File: config.mk
export PLATFORM = sky130hd
export DESIGN_NAME = keypad_scanner
export DESIGN_NICKNAME = d
export VERILOG_FILES = /design/src/rtl/keypad_pkg.sv /design/src/rtl/keypad_scanner_sync_2ff.sv /design/src/rtl/keypad_scanner.sv
export SDC_FILE = /design/constraint.sdc
export NUM_CORES = 1
export LEC_CHECK = 0
export CAP_MARGIN = 15
export CELL_PAD_IN_SITES_DETAIL_PLACEMENT = 0
export CELL_PAD_IN_SITES_GLOBAL_PLACEMENT = 1
export CORE_UTILIZATION = 45
export DETAILED_ROUTE_END_ITERATION = 6
export PLACE_DENSITY = 0.87
export SLEW_MARGIN = 30
export SYNTH_ARGS = -nofsm -noshare
export SYNTH_HDL_FRONTEND = slang
export SYNTH_SLANG_ARGS = --single-unit
File: constraint.sdc
create_clock -name clk -period 2.6 [get_ports clk]
set_input_delay 0.52 -clock clk [delete_from_list [all_inputs] [get_ports clk]]
set_output_delay 0.52 -clock clk [all_outputs]
set_load 0.005 [all_outputs]
File: src/rtl/keypad_pkg.sv
// Shared types and constants for the 4x4 hex keypad front end (scanner and debouncer).
package keypad_pkg;

  typedef enum logic {
    SCAN = 1'b0,
    HOLD = 1'b1
  } scan_state_t;

  // 1 ms per row at the 3 MHz system clock.
  localparam int ROW_DWELL_DEFAULT = 3000;

  function automatic logic [3:0] key_map(input logic [1:0] row_idx, input logic [1:0] col_idx);
    logic [3:0] code;
    case ({row_idx, col_idx})
      4'b00_00: code = 4'h1;
      4'b00_01: code = 4'h2;
      4'b00_10: code = 4'h3;
      4'b00_11: code = 4'hA;
      4'b01_00: code = 4'h4;
      4'b01_01: code = 4'h5;
      4'b01_10: code = 4'h6;
      4'b01_11: code = 4'hB;
      4'b10_00: code = 4'h7;
      4'b10_01: code = 4'h8;
      4'b10_10: code = 4'h9;
      4'b10_11: code = 4'hC;
      4'b11_00: code = 4'hE;
      4'b11_01: code = 4'h0;
      4'b11_10: code = 4'hF;
      default:  code = 4'hD;
    endcase
    return code;
  endfunction

  // One-hot-low drive pattern for a given row index.
  function automatic logic [3:0] row_drive(input logic [1:0] row_idx);
    return ~(4'b0001 << row_idx);
  endfunction

endpackage

File: src/rtl/keypad_scanner_sync_2ff.sv
// Two-flop synchronizer for the raw column pins; idles high to match the pull-ups.
module sync_2ff #(
  parameter int W = 4
) (
  input  logic         clk,
  input  logic         rst_n,
  input  logic [W-1:0] d_in,
  output logic [W-1:0] d_sync
);

  logic [W-1:0] meta_q, meta_d;
  logic [W-1:0] sync_q, sync_d;

  always_comb begin
    meta_d = d_in;
    sync_d = meta_q;
  end

  // NOTE: sequential state uses non-blocking assignments so every flop samples pre-edge values.
  always_ff @(posedge clk or negedge rst_n) begin
    if (!rst_n) begin
      meta_q <= '1;
      sync_q <= '1;
    end else begin
      meta_q <= meta_d;
      sync_q <= sync_d;
    end
  end

  assign d_sync = sync_q;

endmodule

File: src/rtl/keypad_scanner.sv
// Row-scanning keypad front end: rotates a low row, freezes on a hit and holds it for the debouncer.
module keypad_scanner
  import keypad_pkg::*;
#(
  parameter int ROW_DWELL = ROW_DWELL_DEFAULT
) (
  input  logic       clk,
  input  logic       rst_n,
  input  logic [3:0] col_in,
  input  logic       scan_stop,
  output logic [3:0] row,
  output logic [3:0] key_code,
  output logic [3:0] col,
  output logic       key_detected
);

  localparam int CNT_W = (ROW_DWELL > 1) ? $clog2(ROW_DWELL) : 1;
  localparam logic [CNT_W-1:0] CNT_LAST = CNT_W'(ROW_DWELL - 1);

  scan_state_t      state_q, state_d;
  logic [1:0]       idx_q, idx_d;
  logic [CNT_W-1:0] cnt_q, cnt_d;
  logic [3:0]       row_q, row_d;
  logic [3:0]       key_code_q, key_code_d;
  logic [3:0]       col_q, col_d;
  logic [1:0]       col_idx_q, col_idx_d;
  logic             key_detected_q, key_detected_d;

  logic [3:0]       col_sync;
  logic             hit_any;
  logic [1:0]       hit_idx;

  sync_2ff #(.W(4)) u_col_sync (
    .clk    (clk),
    .rst_n  (rst_n),
    .d_in   (col_in),
    .d_sync (col_sync)
  );

  // Lowest-index low column wins when several are pressed on the same row.
  always_comb begin
    hit_any = ~&col_sync;
    hit_idx = 2'd0;
    for (int i = 3; i >= 0; i--) begin
      if (!col_sync[i]) hit_idx = 2'(i);
    end
  end

  // NOTE: every signal gets its hold value first so no path through the case infers a latch.
  always_comb begin
    state_d        = state_q;
    idx_d          = idx_q;
    cnt_d          = cnt_q;
    row_d          = row_q;
    key_code_d     = key_code_q;
    col_d          = col_q;
    col_idx_d      = col_idx_q;
    key_detected_d = key_detected_q;

    case (state_q)
      SCAN: begin
        if (cnt_q == CNT_LAST) begin
          if (hit_any) begin
            key_code_d     = key_map(idx_q, hit_idx);
            col_d          = ~(4'b0001 << hit_idx);
            col_idx_d      = hit_idx;
            key_detected_d = 1'b1;
            state_d        = HOLD;
          end else begin
            idx_d = idx_q + 2'd1;
            cnt_d = '0;
            row_d = row_drive(idx_q + 2'd1);
          end
        end else begin
          cnt_d = cnt_q + CNT_W'(1);
        end
      end

      HOLD: begin
        // Bounce only toggles the detect flag; code and column stay latched.
        key_detected_d = ~col_sync[col_idx_q];
        if (col_sync[col_idx_q] && !scan_stop) begin
          key_detected_d = 1'b0;
          key_code_d     = 4'h0;
          col_d          = 4'hF;
          idx_d          = idx_q + 2'd1;
          cnt_d          = '0;
          row_d          = row_drive(idx_q + 2'd1);
          state_d        = SCAN;
        end
      end

      default: state_d = SCAN;
    endcase
  end

  always_ff @(posedge clk or negedge rst_n) begin
    if (!rst_n) begin
      state_q        <= SCAN;
      idx_q          <= 2'd0;
      cnt_q          <= '0;
      row_q          <= 4'b1110;
      key_code_q     <= 4'h0;
      col_q          <= 4'hF;
      col_idx_q      <= 2'd0;
      key_detected_q <= 1'b0;
    end else begin
      state_q        <= state_d;
      idx_q          <= idx_d;
      cnt_q          <= cnt_d;
      row_q          <= row_d;
      key_code_q     <= key_code_d;
      col_q          <= col_d;
      col_idx_q      <= col_idx_d;
      key_detected_q <= key_detected_d;
    end
  end

  assign row          = row_q;
  assign key_code     = key_code_q;
  assign col          = col_q;
  assign key_detected = key_detected_q;

endmodule
After elaboration in Yosys (flattened, before gate mapping):

Memory sizes are Yosys's and may differ from the RTL's.
Index checks and enable logic that the tools add are counted.
Widths: inputs -> output; s select.

* bits in registers: 38
* memories: 1
* memory bits (read-only): 64
* word-level logic and storage cells: 69

* $add $sub $neg: 2
* $lt $le $gt $ge: 1
* equality and inequality tests: 6
* bitwise operators: 5
* reductions and logical operators: 8
* shifts and indexed selects: 2
* multiplexer cells: 34

Memory list
* (no name shown): words 16, bits a word 4, read ports 1, clocked after Yosys merged registers in 0, write ports 0, RTL line keypad_pkg.sv:14 `case ({row_idx, col_idx})`

Operators by type and width (count)
* $mux 12: 3
* $mux 4: 9
* $pmux 12 s2: 1
* $pmux 4 s2: 3
* $mux 2: 7
* $add 12x1->12 const B: 1
* $eq 12x12->1 const B: 1
* $reduce_and 3->1: 3
* $not 4->4: 2
* $shl 1x2->4 const A: 2
* $mux 1: 7
* $ne 2x2->1 const B: 3
* $pmux 1 s2: 2
* $pmux 2 s2: 1
* $reduce_and 2->1: 2
* $reduce_and 4->1: 1
* $lt 2x3->1 const B: 1
* $ne 3x3->1 const B: 1
* $not 1->1: 3
* $add 2x1->2 const B: 1
* $bmux 1 s2: 1
* $ne 2x1->1 const B: 1
* $logic_and 1x1->1: 1
* $logic_not 1->1: 1

Depth between registers and ports, before layout:

Gate-level depths: netlist of run 1.

* word-level depth: 9
* gate-level depth with buffers: 8
* gate-level depth less buffers: 8

Modules after synthesis:

A second synthesis of run 1 with hierarchy kept.

* cells, all modules: 172
* area, all modules: 1963.1 sq um

Modules (own cells, without submodules)
* keypad_scanner: area an instance 1752.9 sq um, times used 1, cells an instance 164
* sync_2ff: area an instance 210.2 sq um, times used 1, cells an instance 8

Worst setup path before layout of run 1:

No wires, ideal clock.

* path kind: reg-to-reg
* start point: reg u_col_sync.sync_q[0], in the netlist u_col_sync.d_sync[0]
* end point: reg key_code_q[2], in the netlist key_code[2]
* stages on the path, launching flop included: 8
* arrival: 2.076 ns
* required time: 2.479 ns
* path buffers: 1
* setup time: 0.121 ns
* path slack: 0.403 ns
* cells stage by stage: dfstp_2 -> clkbuf_1 -> a21boi_0 -> inv_1 -> ha_1 -> nand2_1 -> o21ai_0 -> a22o_1

* cells in the longest elaborated chain, start to end: 5

RTL lines
* from (decl): RTL line keypad_scanner_sync_2ff.sv:12 `logic [W-1:0] sync_q, sync_d;`
* from (signal assigned): RTL line keypad_scanner_sync_2ff.sv:26 `sync_q <= sync_d;`
* $mux 2: RTL line keypad_scanner.sv:45 `if (!col_sync[i]) hit_idx = 2'(i);`
* via hit_idx[0]: RTL line keypad_scanner.sv:31 `logic [1:0] hit_idx;`
* $mem_v2 16x4
* $mux 4: RTL line keypad_scanner.sv:63 `if (hit_any) begin`
* $mux 4: RTL line keypad_scanner.sv:62 `if (cnt_q == CNT_LAST) begin`
* $pmux 4 s2: RTL line keypad_scanner.sv:60 `case (state_q)`
* to (signal assigned): RTL line keypad_scanner.sv:112 `key_code_q <= key_code_d;`
* to (decl): RTL line keypad_scanner.sv:24 `logic [3:0] key_code_q, key_code_d;`

The timed path passes the listed nets, and every way through them passes these cells. The select of a mux whose other input is x is not followed.
A chain may end at the register's enable or synchronous reset.

Worst setup path in the final report of run 1:

* start point: reg cnt_q[6]
* end point: reg col_idx_q[0]

* cells in the longest elaborated chain, start to end: 2

RTL lines
* from (decl): RTL line keypad_scanner.sv:22 `logic [CNT_W-1:0] cnt_q, cnt_d;`
* from (signal assigned): RTL line keypad_scanner.sv:110 `cnt_q <= cnt_d;`
* $eq 12x12->1: RTL line keypad_scanner.sv:62
* $reduce_and 3->1 (no line)
* to (signal assigned): RTL line keypad_scanner.sv:114 `col_idx_q <= col_idx_d;`
* to (decl): RTL line keypad_scanner.sv:26 `logic [1:0] col_idx_q, col_idx_d;`

Every way passes these cells.

==> metrics.md, run 1 <==
| Metric | Value |
|---|---|
| Crit path launch type | flip-flop |
| Initial Util | 46.9% |
| Port bufs | 19 |
| Post-CTS Resized | 0 |
| Routed WL | 4000 µm |
| Root Buffer | clkbuf_8 |
| Multi-input logic area | 965 µm² |
| M1 WL | 2050 µm |
| Worst path required time | around 2.8 ns |
| EDFF count, synth | 0 |
| Minimum clock period after layout | roughly 2.2 ns |
| Worst hold path type | in -> async |
| CTS tree | built |
| Top routing layer in use | met4 |
| Routed len/inst | ~15 µm |
| End point of the critical path | col_idx_q[0] |
| Worst-Margin Slew | 0.821 ns |
| Final Hold Viols | 0 |
| Mapped Cells | 193 |
| FF-to-FF path depth | 4 |
| Layout Nets | 231 |
| # fillers | roughly 390 |
| Slew headroom | 45.3% |
| Setup Skew | between 0.015 and 0.02 ns |
| Setup Crit Path Kind | reg -> reg |
| GRT overflow | 0 |
| Hold buffer count at cts | 0 |
| Sink Count | 38 |
| Max cap viols | 0 |
| Largest buffer count on any clock path | 2 |
| PwrDens | about 480 mW/mm² |
| Mean Syn Cell Area | approximately 11 µm² |
| Post-synthesis cell type count | 44 |
| Fmax | 464 MHz |
| Synth-to-Final Area Change | 15.8% |
| Worst-path clk slew | 0.08 ns |
| DP HPWL | 2790 µm |
| Worst Path Arrival | 2.33 ns |
| Pins over their slew limit | 0 |
| Share of cells above drive strength 1 | 16.0% |
| Placer Congestion | 0.896 |
| Pre-Repair DR Iteration Count | 4 |
| Post-CTS Setup Bufs | 0 |
| Reg2Reg Launch Point | cnt_q[6] |
| Initial antenna violation count | 0 |
| Routed met2 length | 1760 µm |
| Crit path from | cnt_q[6] |
| Vias in the first global route | 1440 |
| WL met3 | 112 µm |
| DRC marker count from the first detailed-route iteration | 80 |
| Remaining antenna violation count | 0 |
| Total track usage | 17.8% |
| TritonCTS buffer count | 5 |
| Unrepaired setup endpoints after global routing | no |
| Leakage power | 0.000992 µW |
| Fin crit share | between 80% and 90% |
| Status | finished clean |
| # diodes | 0 |
| Worst skew pair latency | about 0.30 ns |
| Post-Route Utilization | 54.3% |
| Routed vias | roughly 1500 |
| Synth Flop Type | dfrtp_1 |
| DRC | 0 |
| Flops & latches, synth | 38 |
| Die Span X | 69.6 µm |
| First-pass GRT wire length | 6690 µm |
| H-Tree Depth | 2 |
| Share of flip-flops with an asynchronous set or reset | 100% |
| Flop-to-flop setup slack | between 0.4 and 0.5 ns |
| Register area share after synthesis | a little under half |
| Synthesized Nets | 212 |
| Storage cell area | roughly 970 µm² |
| Largest net degree at the start of global routing | 39 |
| Cell Area, Synth | 0.00206 mm² |
| Yosys warnings | 0 |
| Std-Cell Rows | 24 |
| CP endpoint kind | flip-flop |
| DR vias/cell | between 5 and 6 |
| Final Setup Violations | 0 |
| Worst Path Max Fanout | 9 |
| Die ar. | 0.00484 mm² |
| Setup TNS Final | 0 ns |
| Peak supply drop | 0.337 mV |
| Die Ht | approximately 70 µm |
| Reg2reg end | col_idx_q[0] |
| Core Box Area | 0.00438 mm² |
| I/O pin cnt | 20 |
## cells by family (layout without fill, tap and decap cells)
| family | Yosys count | after routing | share of synthesized area (%) |
|---|---|---|---|
| AOI/OAI and AO/OA | 55 | 55 | 18.9 |
| and+or+nand+nor | 50 | 50 | 15.0 |
| DFF | 38 | 38 | 47.2 |
| buffers and inverters | 27 | 47 | 5.90 |
| adders and majority gates | 12 | 12 | 7.30 |
| muxes | 8 | 8 | 4.38 |
| xor gates and xnor gates | 3 | 3 | 1.28 |
## routing by layer
| metal | track usage [%] | vias up |
|---|---|---|
| li1 | - | 750 |
| met1 | 24.9 | 712 |
| met2 | 26.5 | 26 |
| met3 | 3.20 | 7 |
| met4 | 9.07 | 0 |
| met5 | 0 | - |
## critical path: stages, from the launching register on
cell,delay (ns)
dfrtp_1,0.49
nor4b_4,0.44
nor4b_4,0.33
and2_1,0.43
mux2_4,0.33
## power by group
group | leakage, µW | switching (µW) | internal [µW]
clock network | 0.0000579 | 212 | 282
logic | 0.000491 | 26.1 | 18.4
registers | 0.000442 | 7.53 | 603
total | 0.000992 | 246 | 904
## cells in the mapped netlist (all sizes together) (2+ instances only)
cell / instances / area share, %
nand3: 6 / 1.5
buf: 4 / 1.7
nand4: 7 / 2.1
ha: 12 / 7.3
nor4b: 2 / 2.3
dfstp: 15 / 19
a22o: 2 / 0.85
and4: 4 / 1.7
o22ai: 3 / 0.91
clkbuf: 6 / 1.1
nand2b: 3 / 0.91
mux2: 2 / 1.5
mux2i: 6 / 2.9
o31ai: 6 / 2.2
and2: 4 / 1.2
xnor2: 3 / 1.3
o221ai: 3 / 1.3
inv: 17 / 3.1
a21oi: 6 / 1.5
a2bb2oi: 4 / 1.7
a31oi: 2 / 0.61
nand2: 11 / 2.0
dfrtp: 23 / 28
and3: 3 / 0.91
o211ai: 3 / 1.1
o21ai: 15 / 3.7
nor2: 5 / 0.91
nor3: 2 / 0.49
## per-stage QoR
step | setup WS, ns | power (µW) | std cells | hold WS, ns | instance area (µm²)
2_1_floorplan | 0.403 | 638 | 193 | 0.224 | 2060
3_3_place_gp | 0.373 | 665 | 257 | 0.346 | 2270
3_5_place_dp | 0.362 | 666 | 257 | 0.347 | 2270
4_1_cts | 0.454 | 1170 | 265 | 0.337 | 2380
5_1_grt | 0.350 | 1180 | 265 | 0.359 | 2380
6_report | 0.446 | 1150 | 265 | 0.312 | 2380
## registers in the layout, indices dropped and copies added, names as in the netlist
signal	count
u_col_sync.d_sync	4
col_idx_q	2
cnt_q	12
idx_q	2
key_detected	1
row	4
state_q	1
col	4
u_col_sync.meta_q	4
key_code	4
## cells in the final DEF (no fill, tap or decap), types with 2 or more instances in the layout
cell	instances
o31ai_1	6
nor4b_4	2
a31oi_1	2
clkbuf_8	5
and2_1	4
clkdlybuf4s50_1	18
mux2_4	2
clkinv_2	2
dfrtp_1	23
nor3_1	2
o21ai_0	15
a21oi_1	6
o211ai_1	3
xnor2_1	3
dfstp_2	15
nand2b_1	3
buf_4	3
o221ai_1	3
o22ai_1	3
ha_1	12
and3_1	3
and4_1	4
nand3_1	6
inv_1	17
a2bb2oi_1	4
mux2i_1	6
nor2_1	5
nand4_1	7
a22o_1	2
nand2_1	11
## how the worst min path moves through the flow
stage | startpoint | to | slack, ns | cells after the start
3_3_place_gp | u_col_sync.meta_q[2] | u_col_sync.d_sync[2] | 0.35 | 0
6_report | rst_n | idx_q[1] | 0.31 | 1
3_5_place_dp | u_col_sync.meta_q[3] | u_col_sync.d_sync[3] | 0.35 | 0
5_1_grt | u_col_sync.meta_q[1] | u_col_sync.d_sync[1] | 0.36 | 0
4_1_cts | rst_n | row[0] | 0.34 | 1
2_1_floorplan | rst_n | cnt_q[0] | 0.22 | 0
## layout make-up
| cell class | instances | share of cell area, % |
|---|---|---|
| Multi-Input combinational cell | 128 | 40.5 |
| Tap cell | 52 | 2.73 |
| Timing Repair Buffer | 22 | 8.73 |
| Inverter | 17 | 2.68 |
| Clock buffer | 5 | 2.89 |
| Sequential cell | 38 | 40.7 |
| Clock inverter | 3 | 1.68 |
No activity file was read; power rests on OpenSTA's default activity.
==> inputs of run 2 (changes only) <==
- CORE_UTILIZATION: 45 -> 40
- PLACE_DENSITY: 0.87 -> 0.82
- clock period: 2.6 -> 1.8 ns (I/O delays scaled with it)
==> run 2 against run 1 <==
  * Flip-flop and latch count stayed put
  * Via count is 8.4% higher
  * Register-to-register slack worse by 0.37 ns
  * Fmax is 25% higher
==> metrics.md, run 2 (synthesis gave the netlist of run 1 again) <==
| Metric | Value |
|---|---|
| Switch Pwr | about 370 µW |
| Worst-Margin Slew | 0.478 ns |
| Max cap viols | 0 |
| Commonest non-fill, non-tap cell in the layout | buf_4 |
| Total power | around 1800 µW |
| Grt met3 use | 4.12% |
| Largest buffer count on any clock path | 2 |
| # fillers | 418 |
| Root Buffer | clkbuf_8 |
| Peak supply drop | about 0.44 mV |
| Setup Skew | 0.0142 ns |
| Routed vias | between 1500 and 2000 |
| Share of cells above drive strength 1 | 28.0% |
| Clock power share | about 47% |
| Commonest non-fill, non-tap cells in the layout | 24 x buf_4, 23 x dfrtp_1, 18 x clkdlybuf4s50_1 |
| CP endpoint kind | flip-flop |
| I/O pin cnt | 20 |
| Slowest Stage Delay on Critical Path | 0.59 ns |
| Pre-Repair DR Iteration Count | 4 |
| Die ar. | 0.00543 mm² |
| Worst Path Max Fanout | 12 |
| Hold buffer count at cts | 0 |
| Met1 Resource Use GR | 24.7% |
| PwrDens | 681 mW/mm² |
| CP delay by family, top | flip-flops |
| Cells after DPL | just under 300 |
| Port bufs | 19 |
| Pins over their slew limit | 0 |
| Largest net degree at the start of global routing | 39 |
| Initial Util | between 40% and 50% |
| Final Setup Violations | 0 |
| DR vias/cell | 5.35 |
| Worst hold path type | in -> async |
| Placer Congestion | 0.843 |
| Routed WL | ~4400 µm |
| Fmax | a little under 600 MHz |
| Vias in the first global route | between 1500 and 2000 |
| Setup Crit Path Kind | reg -> reg |
| Worst Path Arrival | approximately 1.9 ns |
| Crit path launch type | flip-flop |
| Die Span X | between 70 and 80 µm |
| Worst path cell trace | and4_1, nor4b_4, buf_4, a21oi_1, buf_4, o221ai_1 |
| First-pass GRT wire length | a little over 7000 µm |
| Fin crit share | ~96% |
| Most frequent CP cell | buf_4 |
| Status | finished clean |
| Logic pwr share | 5.1% |
| Cell-internal power | 1450 µW |
| Synth-to-Final Area Change | 30.1% |
| Final worst slack | between 0.08 and 0.09 ns |
| Sink Count | 38 |
| Largest register FFs | 12 |
| Min Hold Slack | 0.0146 ns |
| Leakage power | between 0.001 and 0.0015 µW |
| TritonCTS buffer count | 5 |
| Std-Cell Rows | 25 |
| Net Sw Frac | ~20% |
| Sequential Power Share | 48.3% |
| Reg with most FFs | cnt_q |
| Setup Slack @ Placement | -0.319 ns |
| Worst path required time | 1.96 ns |
| H-Tree Depth | 2 |
| Worst skew pair latency | 0.30 ns |
| CP bufs+invs | 2 |
| CTS tree | built |
| Total track usage | between 10% and 20% |
| DRC | 0 |
| Remaining antenna violation count | 0 |
| GR peak layer | met2 |
| GRT overflow | 0 |
| Worst-path clk slew | approximately 0.090 ns |
| DP HPWL | roughly 3100 µm |
| Global Route met2 Usage | 27.1% |
| Die Ht | 73.7 µm |
| Minimum clock period after layout | 1.72 ns |
| DRC marker count from the first detailed-route iteration | 103 |
| Slowest stage cell, crit path | dfstp_2 |
| Slew headroom | a little under 70% |
| Unrepaired setup endpoints after global routing | no |
| Core Box Area | 0.00485 mm² |
| Layout Nets | 254 |
| Layout Cells excl Fill | 303 |
| # diodes | 0 |
| Routed len/inst | 14.4 µm |
| Initial antenna violation count | 0 |
| Final Hold Viols | 0 |
-- run 2: per-stage QoR --
step | setup TNS, ns | instance area, µm² | utilization (%)
6_report | 0 | 2670 | 55.1
3_3_place_gp | -2.87 | 2460 | 50.8
4_1_cts | 0 | 2620 | 53.9
2_1_floorplan | -0.0121 | 2070 | -
3_5_place_dp | -4.38 | 2460 | 50.8
5_1_grt | 0 | 2670 | 55.1
-- run 2: repair_timing --
action	CTS	global route
resized for setup	3	7
buffers inserted	0	3
pin swaps	0	2
endpoints found under the setup margin	7	12
-- run 2: final timing paths --
kind | start | end | slack, ns | depth (start not counted)
max | u_col_sync.d_sync[1] | cnt_q[7] | 0.08 | 6
min | rst_n | cnt_q[9] | 0.01 | 2
max reg2reg | u_col_sync.d_sync[1] | cnt_q[7] | 0.08 | 6
min reg2reg | u_col_sync.meta_q[3] | u_col_sync.d_sync[3] | 0.35 | 0
max in group asynchronous | rst_n | row[2] | 1.53 | 2
min in group clk | u_col_sync.meta_q[3] | u_col_sync.d_sync[3] | 0.35 | 0
-- run 2: power by group through the flow --
stage | Clock, µW | Combinational, µW | Sequential [µW]
detailed placement | 0 | 81.1 | 895
finish | 848 | 92.2 | 880
global route | 898 | 102 | 880
CTS | 860 | 82.6 | 880
global placement | 0 | 80.3 | 895
floorplan | 0 | 33.1 | 892
-- run 2: layout make-up --
| class | instances | area (µm²) | share of cell area, % |
|---|---|---|---|
| tap | 67 | 83.8 | 3.14 |
| timing repair buffer | 45 | 397 | 14.8 |
| inverter | 17 | 63.8 | 2.39 |
| clock buffer | 7 | 108 | 4.02 |
| sequential | 38 | 970 | 36.3 |
| multi-input combinational | 128 | 1020 | 38.2 |
| clock inverter | 1 | 30.0 | 1.12 |
-- run 2: routing by layer --
layer / vias to the layer above / share of wire (%)
li1: 795 / -
met1: 782 / 49
met2: 38 / 46
met3: 5 / 3.5
met4: 0 / 1.4
met5: - / 0
==> inputs of run 3 (changes only) <==
- CTS_CLUSTER_DIAMETER: not set -> 120
==> results of run 3 <==
No change in the layout: final DEF, timing and power equal those of run 2.
